<file path="src/rtl/md_unit.sv">
// Iterative multiply/divide unit holding the HI/LO result registers.
// One operand bit is processed per cycle: shift-add for multiply, restoring
// shift-subtract for divide, followed by a single sign-fix cycle.
module md_unit #(
   parameter int unsigned WIDTH = 32,
   parameter int unsigned ITER  = 32
) (
   input  logic             clk,
   input  logic             rst,
   input  logic             start,
   input  logic [1:0]       op,
   input  logic [WIDTH-1:0] rdata_A,
   input  logic [WIDTH-1:0] rdata_B,
   input  logic             hilo_we,
   input  logic             hilo_sel,
   input  logic [WIDTH-1:0] hilo_wdata,
   output logic             busy,
   output logic             done,
   output logic             div_by_zero,
   output logic [WIDTH-1:0] hi,
   output logic [WIDTH-1:0] lo
);

   localparam int unsigned CntW = (ITER > 1) ? $clog2(ITER) : 1;
   localparam logic [CntW-1:0] CntLast = CntW'(ITER - 1);

   typedef enum logic [1:0] {StIdle, StRun, StFix} state_t;

   state_t               state_q;
   logic [1:0]           op_q;
   logic [WIDTH-1:0]     b_q;
   // Multiply: {partial product, remaining multiplier bits}.
   // Divide:   {partial remainder, dividend bits shifting into quotient}.
   logic [2*WIDTH-1:0]   acc_q;
   logic [CntW-1:0]      cnt_q;
   logic                 sgn_quo_q;
   logic                 sgn_rem_q;
   logic                 div0_q;

   logic                 op_signed;
   logic [WIDTH-1:0]     a_mag;
   logic [WIDTH-1:0]     b_mag;
   logic [WIDTH:0]       mul_sum;
   logic [2*WIDTH-1:0]   mul_next;
   logic [WIDTH:0]       rem_sh;
   logic [WIDTH:0]       rem_diff;
   logic [2*WIDTH-1:0]   div_next;
   logic [2*WIDTH-1:0]   step_next;
   logic                 fix_signed;
   logic [2*WIDTH-1:0]   prod_fix;
   logic [WIDTH-1:0]     quo_fix;
   logic [WIDTH-1:0]     rem_fix;
   logic [WIDTH-1:0]     fix_hi;
   logic [WIDTH-1:0]     fix_lo;

   // Operand magnitudes, one iteration step, and the sign-corrected result.
   always_comb begin
      op_signed = ~op[0];
      a_mag     = (op_signed && rdata_A[WIDTH-1]) ? -rdata_A : rdata_A;
      b_mag     = (op_signed && rdata_B[WIDTH-1]) ? -rdata_B : rdata_B;

      mul_sum  = {1'b0, acc_q[2*WIDTH-1:WIDTH]} + (acc_q[0] ? {1'b0, b_q} : '0);
      mul_next = {mul_sum, acc_q[WIDTH-1:1]};

      // The top bit of the difference is the borrow: set means "restore".
      rem_sh   = {acc_q[2*WIDTH-1:WIDTH], acc_q[WIDTH-1]};
      rem_diff = rem_sh - {1'b0, b_q};
      if (!rem_diff[WIDTH]) begin
         div_next = {rem_diff[WIDTH-1:0], acc_q[WIDTH-2:0], 1'b1};
      end else begin
         div_next = {rem_sh[WIDTH-1:0], acc_q[WIDTH-2:0], 1'b0};
      end

      step_next = op_q[1] ? div_next : mul_next;

      fix_signed = ~op_q[0];
      prod_fix   = (fix_signed && sgn_quo_q) ? -acc_q : acc_q;
      quo_fix    = (fix_signed && sgn_quo_q) ? -acc_q[WIDTH-1:0] : acc_q[WIDTH-1:0];
      rem_fix    = (fix_signed && sgn_rem_q) ? -acc_q[2*WIDTH-1:WIDTH]
                                             : acc_q[2*WIDTH-1:WIDTH];

      if (op_q[1]) begin
         // Zero divisor leaves |A| as remainder; re-signing it restores A.
         fix_hi = rem_fix;
         fix_lo = div0_q ? '1 : quo_fix;
      end else begin
         fix_hi = prod_fix[2*WIDTH-1:WIDTH];
         fix_lo = prod_fix[WIDTH-1:0];
      end
   end

   // Controller, datapath registers and registered outputs.
   always_ff @(posedge clk or negedge rst) begin
      if (!rst) begin
         state_q     <= StIdle;
         op_q        <= '0;
         b_q         <= '0;
         acc_q       <= '0;
         cnt_q       <= '0;
         sgn_quo_q   <= 1'b0;
         sgn_rem_q   <= 1'b0;
         div0_q      <= 1'b0;
         busy        <= 1'b0;
         done        <= 1'b0;
         div_by_zero <= 1'b0;
         hi          <= '0;
         lo          <= '0;
      end else begin
         unique case (state_q)
            StIdle: begin
               done        <= 1'b0;
               div_by_zero <= 1'b0;
               if (start) begin
                  op_q      <= op;
                  b_q       <= b_mag;
                  acc_q     <= {{WIDTH{1'b0}}, a_mag};
                  cnt_q     <= '0;
                  sgn_quo_q <= rdata_A[WIDTH-1] ^ rdata_B[WIDTH-1];
                  sgn_rem_q <= rdata_A[WIDTH-1];
                  div0_q    <= (rdata_B == '0);
                  busy      <= 1'b1;
                  state_q   <= StRun;
               end else if (hilo_we) begin
                  if (hilo_sel) begin
                     hi <= hilo_wdata;
                  end else begin
                     lo <= hilo_wdata;
                  end
               end
            end
            StRun: begin
               acc_q <= step_next;
               cnt_q <= cnt_q + 1'b1;
               if (cnt_q == CntLast) begin
                  state_q <= StFix;
               end
            end
            StFix: begin
               hi          <= fix_hi;
               lo          <= fix_lo;
               done        <= 1'b1;
               div_by_zero <= op_q[1] & div0_q;
               busy        <= 1'b0;
               state_q     <= StIdle;
            end
            default: state_q <= StIdle;
         endcase
      end
   end

endmodule

</file>
<file path="config.mk">
export PLATFORM = sky130hd
export DESIGN_NAME = md_unit
export DESIGN_NICKNAME = d
export VERILOG_FILES = /design/src/rtl/md_unit.sv
export SDC_FILE = /design/constraint.sdc
export NUM_CORES = 1
export LEC_CHECK = 0
export CAP_MARGIN = 15
export CORE_MARGIN = 1
export CORE_UTILIZATION = 45
export CTS_BUF_LIST = sky130_fd_sc_hd__clkbuf_8
export DETAILED_ROUTE_END_ITERATION = 7
export PLACE_DENSITY_LB_ADDON = 0.1
export SYNTH_ARGS = -nofsm -noshare
export SYNTH_HDL_FRONTEND = slang
export SYNTH_SLANG_ARGS = --single-unit
</file>
<file path="constraint.sdc">
create_clock -name clk -period 6.67 [get_ports clk]
set_clock_uncertainty 0.15 [all_clocks]
set_input_delay 0.667 -clock clk [delete_from_list [all_inputs] [get_ports clk]]
set_output_delay 0.667 -clock clk [all_outputs]
set_load 0.005 [all_outputs]
</file>
# --- Word-level counts from Yosys, hierarchy flattened ---
# Cells that the tools add are included.
totals:
  word_cells: 78
  input_bits: 103
  out_inout_bits: 67
  ff_bits: 175
classes:
  mux: 30
  reduce_logical: 14
  bitwise_logic: 4
  add_sub_neg: 8
  eq_ne: 9
op_table:
  columns: ["op", "n"]
  rows:
  - ["$mux 32", 14]
  - ["$mux 64", 4]
  - ["$neg 32->32", 4]
  - ["$pmux 32 s2", 2]
  - ["$pmux 64 s2", 1]
  - ["$neg 64->64", 1]
  - ["$add 32x32->33", 1]
  - ["$sub 33x32->33", 1]
  - ["$logic_not 32->1", 1]
  - ["$ne 2x2->1 const B", 6]
  - ["$pmux 5 s2", 1]
  - ["$reduce_and 2->1", 4]
  - ["$reduce_and 4->1", 2]
  - ["$pmux 1 s2", 3]
  - ["$add 5x1->5 const B", 1]
  - ["$eq 5x5->1 const B", 1]
  - ["$mux 5", 1]
  - ["$logic_and 1x1->1", 4]
  - ["$mux 2", 2]
  - ["$pmux 2 s2", 1]
  - ["$reduce_bool 2->1", 2]
  - ["$eq 2x1->1 const B", 1]
  - ["$eq 2x2->1 const B", 1]
  - ["$logic_not 2->1", 1]
  - ["4 further kinds", 5]

# --- Logic depth before layout (Yosys ltp) ---
logic_depth:
  ltp_word: 6
  depth_mapped: 14
  mapped_depth_nobuf: 13

# --- Least setup slack after synthesis ---
# OpenSTA, ideal clock, no wires.
synth_timing:
  path_type: "register to register"
  from: "reg acc_q[0]"
  to: "reg acc_q[61]"
  path_buffers: 2
  setup_slack_ns: 3.366
  arrival_ns: 3.036
  path_stages_with_launch: 15
  t_required_ns: 6.402
  synth_period_minus_slack_ns: 3.304
  path_cell_list: "dfrtp_1 > inv_1 > clkbuf_1 > nor2_1 > ha_1 > buf_2 > a21o_1 > a21o_1 > a221o_1 > a21oi_1 > and3_1 > nor3_1 > or3_1 > a32o_1 > a21o_1"
synth_via:
  elab_chain_len: 4
synth_rtl:
  columns: ["element", "line", "rtl"]
  rows:
  - ["start, declared", "34", "logic [2*WIDTH-1:0] acc_q;"]
  - ["start signal, assigned", "116", "acc_q <= {{WIDTH{1'b0}}, a_mag};"]
  - ["start signal, assigned", "132", "acc_q <= step_next;"]
  - ["$mux 32", "62", "mul_sum = {1'b0, acc_q[2*WIDTH-1:WIDTH]} + (acc_q[0] ? {1'b0, b_q} : '0);"]
  - ["$add 32x32->33", "62", null]
  - ["$mux 64", "74", "step_next = op_q[1] ? div_next : mul_next;"]
  - ["$pmux 64 s2", "109", "unique case (state_q)"]
# Every way passes these cells.
# A chain may end at the register's enable or synchronous reset.

# --- Worst setup path in the final report ---
layout_timing:
  from: "reg acc_q[0]"
  to: "reg hi[26]"
layout_via:
  elab_chain_len: 4
layout_rtl:
  columns: ["element", "line", "rtl"]
  rows:
  - ["$neg 64->64", "77", "prod_fix = (fix_signed && sgn_quo_q) ? -acc_q : acc_q;"]
  - ["$mux 64", "77", null]
  - ["$mux 32", "82", "if (op_q[1]) begin"]
  - ["$pmux 32 s2", "109", null]
  - ["end signal, assigned", "125", "hi <= hilo_wdata;"]
  - ["end signal, assigned", "139", "hi <= fix_hi;"]
  - ["end, declared", "20", "output logic [WIDTH-1:0] hi,"]
# Every way passes these cells.

==> impl_metrics.yaml <==
grt:
  grt_max_degree: 77
  grt_use_total_pct: 28.9
  grt_pass1_wl_mm: 73.9
  overflow: 0
  antenna_found_initial: 0
  grt_pass1_vias: 13100
routing:
  wl_per_cell_um: 20.3
  firstDrtPassIters: 5
  via_count: 14000
  viasPerCell: 5.99
  drc_errors: 0
  wirelength_mm: 47.6
  ant_nets: 0
  drt_first_iter_violations: 1002
cts:
  clock_latency_ns: 0.50
  clkSlewWorstSetupHoldPaths_ns: 0.10
  cts_buffer_depth: 2
  tritoncts: "built"
  cts_hold_buffers: 0
  cts.sinks: 175
  postCtsSetupBuffers: 0
  cts_root_buf: "clkbuf_8"
  htreeDepth: 4
  cts_inserted_buffers: 17
  cts_repair_resize_count: 0
power_and_ir_drop:
  power-per-cell-area_nw_per_um2: 548
  ir_worst_vdd_uv: 218
  p_leak_nw: 7.07
setup_path:
  criticalPathCategory: "register to register"
  worstSetupEndpointType: "register"
  cp_common_cell: "o31ai_1"
  crit_path_max_fanout: 22
  critPathSlowestCell: "dfrtp_1"
  start_kind: "register"
  crit_arrival_ns: 4.69
  r2r_setup_slack_ns: 2.24
  cpPeakStageDelay_ns: 0.50
  critical-path-top-delay-family: "simple AND/OR/NAND/NOR gates"
  crit_required_ns: 6.93
  path_buf_inv: 2
  cp_cell_sequence: "inv_1 -> buf_4 -> ha_1 -> nor4b_2 -> nand3_1 -> nor3_2 -> a21o_2 -> nand4_1 -> o31ai_1 -> xnor2_1 -> nor2_1 -> o31ai_1"
floorplanning:
  dieArea_um2: 33000
  coreArea_um2: 31600
  io_pins: 170
  initial_core_util_pct: 45.9
  die_w_um: 182
  row_count: 65
  die_height_um: 182
logic_synthesis:
  syn_inst: 1829
  syn-num-nets: 2004
  yosys_warnings: 0
  netlist_area_um2: 14500
  async_reset_ff_share_pct: 100
  ys_types: 89
  synth_edf_count: 0
  syn_area_per_cell_um2: 7.94
  ys.flop_type: "dfrtp_1"
  synth_seq_cells: 175
  ys_seq_area_share_pct: 30.1
placement:
  globalplace.congestion: 0.929
  hpwlAfterDp_mm: 36.8
  port_buffers: 169
sta:
  finalCritPeriodShare_pct: 66.4
  final.min_clock_period_ns: 4.43
  slew_violations: 0
  worst_pin_slew_ns: 1.13
  rsz0062_at_grt: "no"
  finalHoldViolations: 0
  max_freq_mhz: 226
  hold_ws_ns: 0.0209
  max_slew_margin_pct: 24.4
  setup_viol: 0
  fin_setup_tns_ns: 0
job:
  max-cap-violations: 0
final_layout:
  fillerInstances: 3082
  diodes: 0
  layout-drive-gt1-share_pct: 5.56
  syn_to_final_growth_pct: 16.1
  nNetsFinal: 2104
outcome:
  status: "finished, final reports clean"
hold_path:
  min_path_type: "input port to asynchronous set/reset pin"
==> through the flow <==
stage	power (mW)	worst slack, ns	utilization [%]	instances	area [um2]
final	9.25	2.24	53.3	2344	16900
after CTS	9.17	2.25	53.3	2342	16900
after floorplan	6.50	3.37	-	1829	14500
after detailed placement	8.34	2.29	51.9	2310	16400
after global placement	8.28	2.39	51.9	2309	16400
after global routing	9.98	1.99	53.3	2344	16900
==> cell families after synthesis <==
kind of cell / Yosys count / share of synthesized area (%)
compound gates: 602 / 26.4
xor+xnor: 157 / 9.46
fa+ha+maj: 72 / 6.30
buf+inv: 172 / 4.60
flops: 175 / 30.1
mux: 44 / 3.07
simple gates: 607 / 20.0
==> Yosys cell counts, types with 40 or more instances <==
cell | n | share of area (%)
nand2_1 | 211 | 5.5
dfrtp_1 | 175 | 30
nor2_1 | 174 | 4.5
o21ai_0 | 147 | 5.1
a21oi_1 | 142 | 4.9
xnor2_1 | 95 | 5.7
clkbuf_1 | 85 | 2.2
ha_1 | 70 | 6.0
inv_1 | 69 | 1.8
xor2_1 | 62 | 3.7
o21ai_1 | 48 | 1.7
mux2i_1 | 40 | 2.8
==> report_power, final <==
part / internal [mW] / total [mW] / switching [mW]
clock: 0.375 / 0.802 / 0.427
sequential: 1.56 / 2.24 / 0.673
combinational: 2.69 / 6.21 / 3.52
==> worst reg2reg max path: cells and delay by family (launching register included) <==
family,cells,cell delay (ns)
simple gates,5,1.48
compound gates,3,0.88
buf+inv,2,0.77
flops,1,0.50
fa+ha+maj,1,0.29
xor+xnor,1,0.28
==> path summary, 6_finish.rpt <==
check	cells after the start	from	endpoint
worst max-delay path	12	acc_q[0]	hi[26]
worst min-delay path	1	rst	hi[3]
worst max register to register	12	acc_q[0]	hi[26]
worst min register to register	2	hi[7]	hi[7]
max in group asynchronous	2	rst	b_q[29]
min in group clk	2	hi[7]	hi[7]
==> registers in the layout, indices dropped and copies added (netlist names) <==
signal       cells
div_by_zero      1
sgn_quo_q        1
cnt_q            5
div0_q           1
done             1
lo              32
hi              32
state_q          2
busy             1
b_q             32
op_q             2
sgn_rem_q        1
acc_q           64
==> cell usage in the layout (no fill, tap or decap), types with 26 or more instances in the layout <==
cell type        count
xnor2_1             95
xor2_1              62
o211ai_1            26
o21ai_0            147
dfrtp_1            174
ha_1                70
a21oi_1            142
clkdlybuf4s50_1    168
nor3_1              38
a21o_1              35
a31oi_1             31
nand2_1            211
inv_1               69
o21ai_1             48
mux2i_1             40
nor2_1             172
o31ai_1             26
==> cell type report <==
| cell class | count | area, um2 | share of cell area (%) |
|---|---|---|---|
| Tap cell | 402 | 503 | 2.98 |
| Clock inverter | 11 | 130 | 0.772 |
| Inverter | 69 | 259 | 1.54 |
| Timing Repair Buffer | 184 | 1810 | 10.7 |
| Clock buffer | 21 | 289 | 1.71 |
| Sequential cell | 175 | 4380 | 26.0 |
| Multi-Input combinational cell | 1482 | 9500 | 56.3 |
==> metal layers <==
layer / vias to the layer above / global-route usage, % / wire (um) / share of wire, %
li1: 6778 / - / - / -
met1: 6684 / 38.4 / 21300 / 45
met2: 502 / 47.2 / 22100 / 46
met3: 72 / 4.17 / 2730 / 5.7
met4: 0 / 11.4 / 1490 / 3.1
met5: - / 0 / 0 / 0
Power figures use the tool's default switching activity.
